===== src/rtl/gobou_post_serial_pkg.sv =====
// Shared sizing and FSM encodings for the gobou post-processing serialiser.
// Defaults mirror the FC-layer build: 16-bit Q8.8 data, 8 MAC lanes, 12-bit output memory.
package gobou_post_serial_pkg;

  localparam int GB_DWIDTH  = 16;
  localparam int GB_CORE    = 8;
  localparam int NJ_MEMSIZE = 12;

  typedef enum logic [1:0] {
    ST_IDLE = 2'd0,
    ST_EMIT = 2'd1,
    ST_DONE = 2'd2
  } state_t;

endpackage


===== src/rtl/gobou_post_serial_if.sv =====
// Group-input and memory-write handshake bundle between the MAC array, this stage and the output memory.
interface gobou_post_serial_if
  import gobou_post_serial_pkg::*;
#(
  parameter int DWIDTH  = GB_DWIDTH,
  parameter int CORE    = GB_CORE,
  parameter int MEMSIZE = NJ_MEMSIZE
) ();

  localparam int NW = $clog2(CORE + 1);

  logic                     in_valid;
  logic                     in_ready;
  logic [CORE*DWIDTH-1:0]   y_in;
  logic [CORE*DWIDTH-1:0]   bias_in;
  logic [NW-1:0]            n_valid;
  logic [MEMSIZE-1:0]       base_addr;
  logic                     relu_en;
  logic                     out_valid;
  logic                     out_ready;
  logic [MEMSIZE-1:0]       out_addr;
  logic [DWIDTH-1:0]        out_data;
  logic                     busy;
  logic                     done;

  modport master (
    output in_valid, y_in, bias_in, n_valid, base_addr, relu_en, out_ready,
    input  in_ready, out_valid, out_addr, out_data, busy, done
  );

  modport slave (
    input  in_valid, y_in, bias_in, n_valid, base_addr, relu_en, out_ready,
    output in_ready, out_valid, out_addr, out_data, busy, done
  );

endinterface


===== src/rtl/gobou_post_serial_bias_act.sv =====
// One lane of post-processing: signed bias add, saturation to DWIDTH bits, optional ReLU.
module gobou_bias_act #(
  parameter int DWIDTH = 16
) (
  input  logic [DWIDTH-1:0] y,
  input  logic [DWIDTH-1:0] bias,
  input  logic              relu_en,
  output logic [DWIDTH-1:0] res
);

  logic [DWIDTH:0]   sum;
  logic [DWIDTH-1:0] sat;

  assign sum = {y[DWIDTH-1], y} + {bias[DWIDTH-1], bias};

  // The top two bits of the widened sum disagree exactly when the result left the DWIDTH range.
  always_comb begin
    sat = sum[DWIDTH-1:0];
    case (sum[DWIDTH:DWIDTH-1])
      2'b01:   sat = {1'b0, {(DWIDTH-1){1'b1}}};
      2'b10:   sat = {1'b1, {(DWIDTH-1){1'b0}}};
      default: sat = sum[DWIDTH-1:0];
    endcase
  end

  assign res = (relu_en && sat[DWIDTH-1]) ? '0 : sat;

endmodule


===== src/rtl/gobou_post_serial.sv =====
// Captures one MAC output group, post-processes each lane and streams the lanes to output memory.
//   state | meaning
//   IDLE  | in_ready high, group buffer loads on in_valid
//   EMIT  | lanes 0..n-1 pushed through the output register under valid/ready
//   DONE  | one-cycle done pulse, then back to IDLE
module gobou_post_serial
  import gobou_post_serial_pkg::*;
#(
  parameter int DWIDTH  = GB_DWIDTH,
  parameter int CORE    = GB_CORE,
  parameter int MEMSIZE = NJ_MEMSIZE
) (
  input  logic                clk,
  input  logic                reset,
  gobou_post_serial_if.slave  bus
);

  localparam int            NW     = $clog2(CORE + 1);
  localparam logic [NW-1:0] CORE_N = NW'(CORE);

  state_t                   state_q, state_d;
  logic [CORE*DWIDTH-1:0]   y_q, bias_q;
  logic [NW-1:0]            n_q, idx_q, n_clamped;
  logic [MEMSIZE-1:0]       base_q, out_addr_q;
  logic                     relu_q;
  logic                     out_valid_q;
  logic [DWIDTH-1:0]        out_data_q;
  logic [DWIDTH-1:0]        lane_y, lane_bias, lane_res;
  logic                     accept, load;

  assign n_clamped = (bus.n_valid > CORE_N) ? CORE_N : bus.n_valid;

  always_ff @(posedge clk) begin
    if (reset) state_q <= ST_IDLE;
    else       state_q <= state_d;
  end

  // An empty group still spends one cycle in EMIT, so its done pulse lands two cycles after accept.
  always_comb begin
    state_d = state_q;
    case (state_q)
      ST_IDLE: if (bus.in_valid) state_d = ST_EMIT;
      ST_EMIT: if (idx_q == n_q && (!out_valid_q || bus.out_ready)) state_d = ST_DONE;
      ST_DONE: state_d = ST_IDLE;
      default: state_d = ST_IDLE;
    endcase
  end

  always_comb begin
    bus.in_ready = (state_q == ST_IDLE);
    bus.busy     = (state_q != ST_IDLE);
    bus.done     = (state_q == ST_DONE);
    accept       = (state_q == ST_IDLE) && bus.in_valid;
    load         = (state_q == ST_EMIT) && (!out_valid_q || bus.out_ready) && (idx_q < n_q);
  end

  always_ff @(posedge clk) begin
    if (reset) begin
      y_q    <= '0;
      bias_q <= '0;
      n_q    <= '0;
      base_q <= '0;
      relu_q <= 1'b0;
    end else if (accept) begin
      y_q    <= bus.y_in;
      bias_q <= bus.bias_in;
      n_q    <= n_clamped;
      base_q <= bus.base_addr;
      relu_q <= bus.relu_en;
    end
  end

  always_ff @(posedge clk) begin
    if (reset)       idx_q <= '0;
    else if (accept) idx_q <= '0;
    else if (load)   idx_q <= idx_q + 1'b1;
  end

  always_comb begin
    lane_y    = '0;
    lane_bias = '0;
    for (int i = 0; i < CORE; i++) begin
      if (idx_q == NW'(i)) begin
        lane_y    = y_q[i*DWIDTH +: DWIDTH];
        lane_bias = bias_q[i*DWIDTH +: DWIDTH];
      end
    end
  end

  gobou_bias_act #(.DWIDTH(DWIDTH)) u_bias_act (
    .y       (lane_y),
    .bias    (lane_bias),
    .relu_en (relu_q),
    .res     (lane_res)
  );

  // Output register: reloads only when empty or draining, so a stalled word stays put.
  always_ff @(posedge clk) begin
    if (reset) begin
      out_valid_q <= 1'b0;
      out_addr_q  <= '0;
      out_data_q  <= '0;
    end else if (load) begin
      out_valid_q <= 1'b1;
      out_addr_q  <= base_q + MEMSIZE'(idx_q);
      out_data_q  <= lane_res;
    end else if (bus.out_ready) begin
      out_valid_q <= 1'b0;
    end
  end

  assign bus.out_valid = out_valid_q;
  assign bus.out_addr  = out_addr_q;
  assign bus.out_data  = out_data_q;

endmodule


===== src/flat_wrapper.sv =====
// flat-port wrapper written by rule: the top's interface ports become plain ports
module gobou_post_serial_flat import gobou_post_serial_pkg::*;
#(
  parameter int DWIDTH  = GB_DWIDTH,
  parameter int CORE    = GB_CORE,
  parameter int MEMSIZE = NJ_MEMSIZE
)
  (clk, reset, bus_in_valid, bus_y_in, bus_bias_in, bus_n_valid, bus_base_addr, bus_relu_en, bus_out_ready, bus_in_ready, bus_out_valid, bus_out_addr, bus_out_data, bus_busy, bus_done);
  gobou_post_serial_if #(.DWIDTH(DWIDTH), .CORE(CORE), .MEMSIZE(MEMSIZE)) bus_i ();
  input  logic clk;
  input  logic reset;
  input wire logic [$bits(bus_i.in_valid)-1:0] bus_in_valid;
  input wire logic [$bits(bus_i.y_in)-1:0] bus_y_in;
  input wire logic [$bits(bus_i.bias_in)-1:0] bus_bias_in;
  input wire logic [$bits(bus_i.n_valid)-1:0] bus_n_valid;
  input wire logic [$bits(bus_i.base_addr)-1:0] bus_base_addr;
  input wire logic [$bits(bus_i.relu_en)-1:0] bus_relu_en;
  input wire logic [$bits(bus_i.out_ready)-1:0] bus_out_ready;
  output wire logic [$bits(bus_i.in_ready)-1:0] bus_in_ready;
  output wire logic [$bits(bus_i.out_valid)-1:0] bus_out_valid;
  output wire logic [$bits(bus_i.out_addr)-1:0] bus_out_addr;
  output wire logic [$bits(bus_i.out_data)-1:0] bus_out_data;
  output wire logic [$bits(bus_i.busy)-1:0] bus_busy;
  output wire logic [$bits(bus_i.done)-1:0] bus_done;
  assign bus_i.in_valid = bus_in_valid;
  assign bus_i.y_in = bus_y_in;
  assign bus_i.bias_in = bus_bias_in;
  assign bus_i.n_valid = bus_n_valid;
  assign bus_i.base_addr = bus_base_addr;
  assign bus_i.relu_en = bus_relu_en;
  assign bus_i.out_ready = bus_out_ready;
  assign bus_in_ready = bus_i.in_ready;
  assign bus_out_valid = bus_i.out_valid;
  assign bus_out_addr = bus_i.out_addr;
  assign bus_out_data = bus_i.out_data;
  assign bus_busy = bus_i.busy;
  assign bus_done = bus_i.done;
  gobou_post_serial #(.DWIDTH(DWIDTH), .CORE(CORE), .MEMSIZE(MEMSIZE)) u_core (.clk(clk), .reset(reset), .bus(bus_i));
endmodule

===== config.mk =====
export PLATFORM = sky130hd
export DESIGN_NAME = gobou_post_serial_flat
export DESIGN_NICKNAME = d
export VERILOG_FILES = /design/src/rtl/gobou_post_serial_pkg.sv /design/src/rtl/gobou_post_serial_if.sv /design/src/rtl/gobou_post_serial_bias_act.sv /design/src/rtl/gobou_post_serial.sv /design/src/flat_wrapper.sv
export SDC_FILE = /design/constraint.sdc
export NUM_CORES = 1
export LEC_CHECK = 0
export ABC_AREA = 0
export CORE_MARGIN = 1
export CORE_UTILIZATION = 55
export CTS_BUF_LIST = sky130_fd_sc_hd__clkbuf_4
export DETAILED_ROUTE_END_ITERATION = 7
export PLACE_DENSITY = 0.87
export SYNTH_ARGS = -nofsm -noshare
export SYNTH_HDL_FRONTEND = slang
export SYNTH_SLANG_ARGS = --single-unit

===== constraint.sdc =====
create_clock -name clk -period 13.4 [get_ports clk]
set_input_delay 3.35 -clock clk [delete_from_list [all_inputs] [get_ports clk]]
set_output_delay 3.35 -clock clk [all_outputs]
set_load 0.01 [all_outputs]

==> impl_metrics.json <==
{
  "r2r.worst_path.cells": 23,
  "avgViaCountPerCell": 6.25,
  "crit_arrival_ps": 6530,
  "hold-path-endpoint": "u_core.bus.out_data[8]$_SDFFE_PP0P_",
  "setup_violations": 0,
  "synth_nets": 1582,
  "final_antenna_net_count": 0,
  "finalWirelength_um": 40000,
  "cts_tree": "yes",
  "place.gp.congestion": 0.923,
  "cp-start-kind": "flop",
  "area_growth_pct": 31.5,
  "synth_seq_cells": 308,
  "end_kind": "flop",
  "ctsHoldBuffers": 0,
  "slew_viol_final": 0,
  "synth_area_um2": 12700,
  "holdCritPathClass": "flop to flop",
  "worstReg2RegStart": "u_core.idx_q[1]$_SDFFE_PP0P_",
  "grt_pass1_vias": 11400,
  "die_h_um": 154,
  "tightest_slew_ps": 1320,
  "path_clk_slew_ps": 70,
  "grt_use_met2_pct": 53.4,
  "leakage_nw": 6.74,
  "finClkSkew_ps": 51.6,
  "cts-root-buf": "clkbuf_4",
  "dieArea_um2": 23800,
  "clockBufferDepth": 3,
  "min_from": "u_core.bus.out_data[8]$_SDFFE_PP0P_",
  "synthFlopType": "dfxtp_1",
  "yosys_warnings": 0,
  "drc": 0,
  "timing.rr.end": "u_core.bus.out_data[14]$_SDFFE_PP0P_",
  "critPathMaxFanout": 32,
  "reg2reg_slack_ps": 7450,
  "cts_max_level": 3,
  "async_reset_ff_share_pct": 0,
  "numClockSinks": 308,
  "ys_seq_area_share_pct": 48.4,
  "fin_nets": 1862,
  "rsz0062_at_grt": "false",
  "post-cts-setup-buffers": 0,
  "grt_max_degree": 271,
  "synthCells": 1273,
  "path_class": "flop to flop",
  "core_um2": 22700,
  "whs_path_depth": 2,
  "p_per_area_nw_per_um2": 127,
  "worstPathRequired_ps": 13980,
  "busiest_layer": "met2",
  "grt_use_met1_pct": 41.8,
  "drt-initial-drc-count": 1276,
  "layout_setup_ws_ps": 7450,
  "grt_pass1_wl_um": 61000,
  "drt-pass1-iter-count": 5,
  "numPortBuffers": 308,
  "routedWlPerCell_um": 21.2,
  "holdWs_ps": 451,
  "hold_viol_final": 0,
  "post-route-min-period_ps": 5950,
  "grt_util_met3_pct": 6.16,
  "num_rows": 55,
  "ir_drop_mv": 0.0752,
  "synth_area_leaders": "dfxtp_1 48%, a22o_1 18%, a221oi_1 4.5%, ha_1 2.9%, nor2_1 2.5%",
  "yosysTopAreaCellShare_pct": 48.4,
  "preCtsSetupSlack_ps": 7540,
  "synth_edf_count": 0,
  "antenna_found_initial": 4,
  "postSynthAreaPerCell_um2": 10.0,
  "drive_above_1_share_pct": 8.89,
  "drv_cap": 0,
  "outcome": "complete, no violations",
  "clock_latency_ps": 700,
  "io_pins": 309,
  "ys_types": 64,
  "fin_setup_tns_ps": 0,
  "fmax_ghz": 0.168,
  "fillers": 1659,
  "num_vias": 11800,
  "start_util_pct": 56.1,
  "grtUsageTotal_pct": 33.1,
  "cts_buffers": 75,
  "cts_resized": 0,
  "dp_hpwl_um": 27700,
  "fin_crit_sh_pct": 44.4,
  "slew_headroom_pct": 12.1,
  "die_x_um": 154,
  "synth_largest_area_cell": "dfxtp_1",
  "overflow": 0
}
==> stage by stage <==
stage	cells	area (um2)	util, %	total power (W)
detailed placement	1761	15900	69.8	0.00139
CTS	1883	16800	73.8	0.00214
global placement	1761	15900	69.8	0.00139
floorplan	1273	12700	-	0.00123
finish	1887	16800	73.8	0.00214
global route	1886	16800	73.8	0.00222
==> worst max path at each step <==
stage / start / end / slack (ps) / cells past startpoint
4_1_cts: u_core.idx_q[1]$_SDFFE_PP0P_ / u_core.bus.out_data[14]$_SDFFE_PP0P_ / 7500 / 23
3_3_place_gp: u_core.idx_q[1]$_SDFFE_PP0P_ / u_core.bus.out_data[2]$_SDFFE_PP0P_ / 7640 / 22
2_1_floorplan: u_core.idx_q[1]$_SDFFE_PP0P_ / u_core.bus.out_data[14]$_SDFFE_PP0P_ / 8440 / 23
6_report: u_core.idx_q[1]$_SDFFE_PP0P_ / u_core.bus.out_data[14]$_SDFFE_PP0P_ / 7450 / 23
3_5_place_dp: u_core.idx_q[1]$_SDFFE_PP0P_ / u_core.bus.out_data[14]$_SDFFE_PP0P_ / 7540 / 23
5_1_grt: u_core.idx_q[1]$_SDFFE_PP0P_ / u_core.bus.out_data[14]$_SDFFE_PP0P_ / 6970 / 23
==> cell type report <==
type                    instances  area [um2]  area share (%)
repair buffers                320        3200            19.1
diodes                          4        10.0          0.0597
clock inverters                20         133           0.791
multi-input cells             838        6100            36.4
clock buffers                 102         766            4.57
flip-flops and latches        308        6170            36.8
well taps                     285         357            2.13
inverters                      10        37.5           0.224
==> cell usage in the layout, fill, tap and decap left out, types with 8 or more instances in the layout <==
master	instances
a21o_1	40
a21oi_1	30
a221oi_1	66
a22o_1	269
a31oi_1	35
buf_4	10
clkbuf_4	102
clkdlybuf4s50_1	308
clkinv_1	16
dfxtp_1	308
ha_1	30
inv_1	10
nand2_1	75
nor2_1	83
nor3_1	34
o211ai_1	11
o21ai_0	48
xnor2_1	16
xor2_1	8
==> power breakdown <==
group,total [W],internal (W),switching (W)
clock network,0.000754,0.000389,0.000366
registers,0.00103,0.000987,0.0000447
logic,0.000350,0.000182,0.000168
==> cells in the mapped netlist, types with 4 or more instances <==
library cell and number:
nand2b_1 4, nor3_1 34, a211oi_1 7, dfxtp_1 308, nor2_1 84, inv_1 10
nor2b_1 6, ha_1 30, nand2_1 77, a221oi_1 66, xor2_1 8, o21ai_0 48
xnor2_1 16, a21oi_1 31, o211ai_1 11, a21o_1 40, a31oi_1 35, buf_2 39
a22o_1 269, nand3b_1 5, clkbuf_1 77
==> critical path, stage by stage, from the launching register on <==
cell	delay, ps
dfxtp_1	460
inv_1	140
ha_1	270
nor3b_4	170
buf_4	270
a221oi_1	330
nor3_1	70
a221oi_1	260
a21o_1	160
a31oi_1	80
ha_1	290
fa_1	430
a211oi_1	350
o21ai_1	200
a31oi_1	210
o21ai_1	120
and2_1	210
o31ai_1	250
ha_1	360
nand2_1	160
o22ai_1	140
a211oi_4	470
nand2_4	150
a221oi_2	280
==> state kept, by name, summed over array words and instances, names as in the netlist <==
name                  cells
u_core.y_q              128
u_core.state_q            2
u_core.relu_q             1
u_core.idx_q              4
u_core.base_q            12
u_core.bus.out_addr      12
u_core.n_q                4
u_core.bus.out_valid      1
u_core.bias_q           128
u_core.bus.out_data      16
==> layer usage <==
metal / up-vias / share of wire, %
li1: 5487 / -
met1: 5597 / 42
met2: 575 / 46
met3: 127 / 7.4
met4: 0 / 4.7
met5: - / 0
==> cell families (layout without fill, tap and decap cells) <==
kind of cell,after synthesis,after routing,share of synthesized area (%)
mux,2,2,0.157
compound gates,539,539,33.6
xor+xnor,24,24,1.65
fa+ha+maj,32,32,3.26
buf+inv,127,452,4.12
simple gates,241,241,8.88
flops,308,308,48.4
other cells,0,4,0
Note: power is estimated with default switching activity, not from simulation.
